--- src/rtl/button_events.sv ---
// -----------------------------------------------------------------------------
// button_events
//
// Turns a debounced, synchronised push-button level into one-cycle UI events:
// short press, long press and auto-repeat while held. One instance per button,
// placed directly after that button's debouncer.
//
// Parameters
//   LONG_PRESS_CYCLES  hold time for a long press (2 .. 2^24)
//   REPEAT_CYCLES      auto-repeat period once held (2 .. 2^24)
//
// Ports
//   i_clk        system clock
//   i_rst_n      asynchronous active-low reset
//   i_btn        debounced button level, 1 = pressed, synchronous to i_clk
//   i_repeat_en  allows o_repeat while in HELD
//   o_short      1-cycle pulse: released before the long-press threshold
//   o_long       1-cycle pulse: hold reached LONG_PRESS_CYCLES
//   o_repeat     1-cycle pulse every REPEAT_CYCLES while held after a long press
//   o_held       level: FSM is in PRESSED or HELD
//
// Handshake: there is none. i_btn / i_repeat_en are plain levels sampled every
// clock; the event outputs are registered strobes, valid for exactly the one
// cycle they are high, with no back-pressure from the consumer.
// -----------------------------------------------------------------------------
module button_events #(
  parameter int LONG_PRESS_CYCLES = 10_000_000,
  parameter int REPEAT_CYCLES     = 2_000_000
) (
  input  logic i_clk,
  input  logic i_rst_n,
  input  logic i_btn,
  input  logic i_repeat_en,
  output logic o_short,
  output logic o_long,
  output logic o_repeat,
  output logic o_held
);

  typedef enum logic [1:0] {
    ST_IDLE    = 2'b00,
    ST_PRESSED = 2'b01,
    ST_HELD    = 2'b10
  } state_e;

  // Terminal counts; both fit in 24 bits across the legal parameter range.
  localparam logic [23:0] LP_LAST = 24'(LONG_PRESS_CYCLES - 1);
  localparam logic [23:0] RP_LAST = 24'(REPEAT_CYCLES - 1);

  state_e      state_q, state_d;
  logic [23:0] pcnt_q, pcnt_d;
  logic [23:0] rcnt_q, rcnt_d;
  logic        btn_q;
  logic        short_q, short_d;
  logic        long_q, long_d;
  logic        repeat_q, repeat_d;
  logic        held_q, held_d;
  logic        btn_rise;

  assign btn_rise = i_btn & ~btn_q;

  always_comb begin
    state_d  = state_q;
    pcnt_d   = pcnt_q;
    rcnt_d   = rcnt_q;
    short_d  = 1'b0;
    long_d   = 1'b0;
    repeat_d = 1'b0;

    case (state_q)
      ST_IDLE: begin
        if (btn_rise) begin
          state_d = ST_PRESSED;
          pcnt_d  = '0;
        end
      end
      ST_PRESSED: begin
        // Release wins over the threshold so a press can never yield both
        // a short and a long event.
        if (!i_btn) begin
          short_d = 1'b1;
          state_d = ST_IDLE;
        end else if (pcnt_q == LP_LAST) begin
          long_d  = 1'b1;
          rcnt_d  = '0;
          state_d = ST_HELD;
        end else begin
          pcnt_d = pcnt_q + 24'd1;
        end
      end
      ST_HELD: begin
        if (!i_btn) begin
          state_d = ST_IDLE;
        end else if (!i_repeat_en) begin
          // Holding the count at zero makes a later enable restart a full period.
          rcnt_d = '0;
        end else if (rcnt_q == RP_LAST) begin
          repeat_d = 1'b1;
          rcnt_d   = '0;
        end else begin
          rcnt_d = rcnt_q + 24'd1;
        end
      end
      default: begin
        state_d = ST_IDLE;
      end
    endcase

    held_d = (state_d != ST_IDLE);
  end

  // btn_q resets to 1 so a button already down at reset release does not
  // look like a fresh press.
  always_ff @(posedge i_clk or negedge i_rst_n) begin
    if (!i_rst_n) begin
      state_q  <= ST_IDLE;
      pcnt_q   <= '0;
      rcnt_q   <= '0;
      btn_q    <= 1'b1;
      short_q  <= 1'b0;
      long_q   <= 1'b0;
      repeat_q <= 1'b0;
      held_q   <= 1'b0;
    end else begin
      state_q  <= state_d;
      pcnt_q   <= pcnt_d;
      rcnt_q   <= rcnt_d;
      btn_q    <= i_btn;
      short_q  <= short_d;
      long_q   <= long_d;
      repeat_q <= repeat_d;
      held_q   <= held_d;
    end
  end

  assign o_short  = short_q;
  assign o_long   = long_q;
  assign o_repeat = repeat_q;
  assign o_held   = held_q;

endmodule

--- config.mk ---
export PLATFORM = sky130hd
export DESIGN_NAME = button_events
export DESIGN_NICKNAME = d
export VERILOG_FILES = /design/src/rtl/button_events.sv
export SDC_FILE = /design/constraint.sdc
export NUM_CORES = 1
export LEC_CHECK = 0
export ABC_AREA = 0
export ABC_CLOCK_PERIOD_IN_PS = 7500
export BUFFER_PORTS_ARGS = -buffer_cell sky130_fd_sc_hd__buf_2
export CORE_ASPECT_RATIO = 0.5
export CORE_MARGIN = 2
export CORE_UTILIZATION = 55
export CTS_CLUSTER_DIAMETER = 150
export DETAILED_ROUTE_END_ITERATION = 12
export GPL_ROUTABILITY_DRIVEN = 1
export PLACE_DENSITY = 0.72
export SLEW_MARGIN = 15
export SYNTH_ARGS = -nofsm -noshare
export SYNTH_HDL_FRONTEND = slang
export SYNTH_SLANG_ARGS = --single-unit
--- constraint.sdc ---
create_clock -name i_clk -period 7.5 [get_ports i_clk]
set_clock_uncertainty 0.05 [all_clocks]
set_input_delay 0.375 -clock i_clk [delete_from_list [all_inputs] [get_ports i_clk]]
set_output_delay 0.375 -clock i_clk [all_outputs]
set_load 0.01 [all_outputs]
# After elaboration in Yosys (flattened, before gate mapping)
# Cells that the tools add are included.
totals:
  reg_bits: 55
  in_bits: 4
  out_inout_bits: 4
  word_cells: 51
classes:
  addsub: 2
  eq_ne: 9
  mux: 24
  n_bitwise: 2
  reduce_logical: 6
ops:
  columns: ["op", "n"]
  rows:
  - ["24-bit two-way mux", 8]
  - ["24-bit one-hot mux with 2 select lines", 2]
  - ["24-bit by 1-bit adder with 24-bit output (second input constant)", 2]
  - ["24-bit by 21-bit equality test with 1-bit output (second input constant)", 1]
  - ["24-bit equality test (second input constant)", 1]
  - ["2-bit inequality test (second input constant)", 5]
  - ["1-bit two-way mux", 9]
  - ["2-bit two-way mux", 4]
  - ["4-bit AND reduction", 2]
  - ["2-bit one-hot mux with 3 select lines", 1]
  - ["2-bit nonzero test", 3]
  - ["2-bit by 1-bit equality test with 1-bit output (second input constant)", 1]
  - ["2-bit equality test (second input constant)", 1]
  - ["2-bit logical NOT", 1]
  - ["1-bit AND", 1]
  - ["1-bit NOT", 1]

# Longest topological paths before layout
depth:
  word_depth: 5
  ltp_mapped: 9
  mapped_depth_nobuf: 7

# Worst setup path after synthesis
# No wires, ideal clock.
synth_timing:
  path_type: "register to register"
  from: "register pcnt_q[11]"
  to: "register rcnt_q[21]"
  setup_ns: 0.126
  arrival_time_ns: 2.183
  required_ns: 7.324
  setup_slack_ns: 5.141
  path_stages_with_launch: 8
  n_path_buf: 2
  period_less_slack_ns: 2.359
  path_cell_list: "dfrtp_1 or4b_4 nor4_4 nand3_4 and2_1 buf_6 buf_6 a221o_1"
synth_via:
  elab_chain_len: 3
synth_rtl:
  columns: ["item", "line", "source"]
  rows:
  - ["start: declaration", "51", "logic [23:0] pcnt_q, pcnt_d;"]
  - ["start signal: assignment", "126", "pcnt_q <= pcnt_d;"]
  - ["24-bit equality test", "83", "end else if (pcnt_q == LP_LAST) begin"]
  - ["2-bit inequality test (no line)", null, null]
  - ["4-bit AND reduction (no line)", null, null]
  - ["end signal: assignment", "127", "rcnt_q <= rcnt_d;"]
  - ["end: declaration", "52", "logic [23:0] rcnt_q, rcnt_d;"]
# No other way between the ends.
# A chain may end at the register's enable or synchronous reset.

# Worst setup path after layout
layout_timing:
  from: "register pcnt_q[0]"
  to: "register rcnt_q[21]"
# Same word-level chain as after synthesis.

==> flow_summary.yaml <==
route:
  vias_per_cell: 6.411
  wl_per_cell_um: 16.98
  final_antenna_net_count: 0
  first_pass_iters: 4
  vias: 2571
  routed_wl_um: 6807
  drcViolationCount: 0
  drt-initial-drc-count: 186
grt:
  grt_usage_pct: 24.31
  grt_pass1_vias: 2443
  grt_pass1_wl_um: 11700
  overflow: 0
  antenna_found_initial: 0
  grt_max_degree: 56
setup_path:
  r2r_slack_ps: 4820
  crit_required_ps: 7660
  critPathArrivalTime_ps: 2840
  worstPathMaxFanout: 16
  timing.rr.start: "pcnt_q[0]"
  start_kind: "flop"
  timing.rr.end: "rcnt_q[21]"
  end_kind: "flop"
  worst_r2r_path_depth: 6
  criticalPathCategory: "flop to flop"
timing:
  fin_crit_ps: 2678
  final_max_slew_viol_count: 0
  period_share_pct: 35.71
  tns_ps: 0
  holdWs_ps: 132.9
  rsz0062_at_grt: "false"
  fmax_mhz: 373.4
  tightest_slew_ps: 791.4
  maxSlewHeadroom_pct: 47.11
  hold_viol_final: 0
  setup_viol: 0
cells_and_area:
  fin_nets: 333
  drive_gt1_share_pct: 8.841
  area_growth_syn_to_layout_pct: 6.753
  fin_util_pct: 60.31
  multiInputGateArea_mm2: 0.001587
  fillCellCount: 465
  final-seq-area_mm2: 0.001378
  diodes: 0
floorplan:
  die_w_um: 109.8
  die_h_um: 56.88
  initial_core_util_pct: 56.49
  die_area_mm2: 0.006242
  io_pins: 8
  rows: 19
  core_area_mm2: 0.005444
clocking:
  clock-sinks: 55
  htreeDepth: 2
  cts.path.max_buffers: 2
  numCtsBuffers: 5
  tritoncts: "done"
  insertion_delay_ps: 320
  cts_resized: 0
  cts_root_buf: "clkbuf_8"
  cts-hold-fix-buffers: 0
  path_clk_slew_ps: 100
  cts_setup_buffers: 0
synthesis:
  synth_ff_type: "dfrtp_1"
  async_flop_share_pct: 100.0
  yosysTopAreaCell: "dfrtp_1"
  yosys_warnings: 0
  synthCells: 323
  yosysMostFrequentCell: "dfrtp_1"
  synth-seq-cells: 55
  yosys.area.top_type_share_pct: 43.94
  avgSynthCellArea_um2: 9.522
  synthTopCellsByCount: "dfrtp_1, nand3_1, nand2_1"
  synth_edf_count: 0
  ys_top_cells_by_area: "dfrtp_1, nand3_1, a221o_1"
  syn_area_mm2: 0.003075
  syn_nets: 329
  synth_cell_type_count: 56
  yosysSeqAreaShare_pct: 44.79
power_and_ir_drop:
  power_leakage_nw: 1.456
  power_density_mw_per_mm2: 165.0
  peakVddDrop_mv: 0.09276
place:
  portBuffers: 7
  place.gp.congestion: 0.8440
  hpwl_um: 4567
run:
  maxCapViolCount: 0
run_status:
  status: "completed"
min_path:
  hp-class: "input pin to async pin"
[layout by cell type, fill, tap and decap left out, types with 3 or more instances in the layout]
cell / instances
a211oi_1: 3
a21oi_1: 5
a221o_1: 13
and3_1: 14
and4_1: 4
buf_2: 7
buf_4: 3
clkbuf_8: 6
dfrtp_1: 54
inv_1: 14
nand2_1: 30
nand2b_1: 3
nand3_1: 31
nand4_1: 9
nor2_1: 25
nor3_1: 4
nor3b_1: 4
nor4_1: 9
o211ai_1: 7
o21ai_0: 9
o311a_1: 3
o311ai_0: 3
or3_1: 4
or4_1: 8
xnor2_1: 7
xor2_1: 5
[metal layers]
metal	vias to the layer above	GRT usage, %	wire [um]
li1	1234	-	-
met1	1282	33.86	3221
met2	48	37.92	3249
met3	7	5.575	276
met4	0	7.414	60
met5	-	0	0
[where the power goes]
group	internal, mW	total [mW]	switching, mW
logic	0.00802	0.0229	0.0149
registers	0.301	0.307	0.00604
clock network	0.108	0.212	0.103
[area by class of cell]
class	instances	share of cell area (%)
well taps	73	2.782
repair buffers	10	1.753
multi-input cells	241	48.32
clock buffers	6	2.515
inverters	14	1.601
clock inverters	2	1.067
flip-flops and latches	55	41.96
[through the flow]
stage	instance area [um^2]	total power [mW]	instances	setup slack, ps
floorplan	3075	0.3242	323	5141
global placement	3166	0.3355	393	4912
finish	3283	0.5416	401	4822
global route	3283	0.5604	401	4659
detailed placement	3166	0.3363	393	4853
CTS	3283	0.5441	401	4844
[how the worst max path moves through the flow]
stage                     from  slack (ps)  cells after the start         end
floorplan           pcnt_q[11]        5140                      7  rcnt_q[21]
global placement     pcnt_q[0]        4910                      6  rcnt_q[18]
detailed placement   pcnt_q[0]        4850                      6  rcnt_q[21]
CTS                  pcnt_q[0]        4840                      6  rcnt_q[21]
global route         pcnt_q[0]        4660                      6  rcnt_q[21]
finish               pcnt_q[0]        4820                      6  rcnt_q[21]
[critical path, stage by stage, from the launching register on]
cell	delay [ps]
dfrtp_1	470
ha_1	270
nand2_1	140
nor4_4	490
nand3_4	250
and2_1	450
a221o_1	440
[flip-flops by register name, summed over array words and instances, names as in the netlist]
name / flops
state_q: 2
o_held: 1
o_short: 1
rcnt_q: 24
o_long: 1
pcnt_q: 24
btn_q: 1
o_repeat: 1
[kinds of logic (layout without fill, tap and decap cells)]
family	count (synthesis)	count (layout)	synth area share [%]
AND/OR/NAND/NOR	162	162	30.31
buffers and inverters	27	32	3.784
flip-flops	55	55	44.79
adder cells (fa/ha/maj)	2	2	0.8135
XOR/XNOR	12	12	3.417
multiplexers	2	2	0.6916
AO/OA/AOI/OAI	63	63	16.19
No activity file was read; power rests on OpenSTA's default activity.
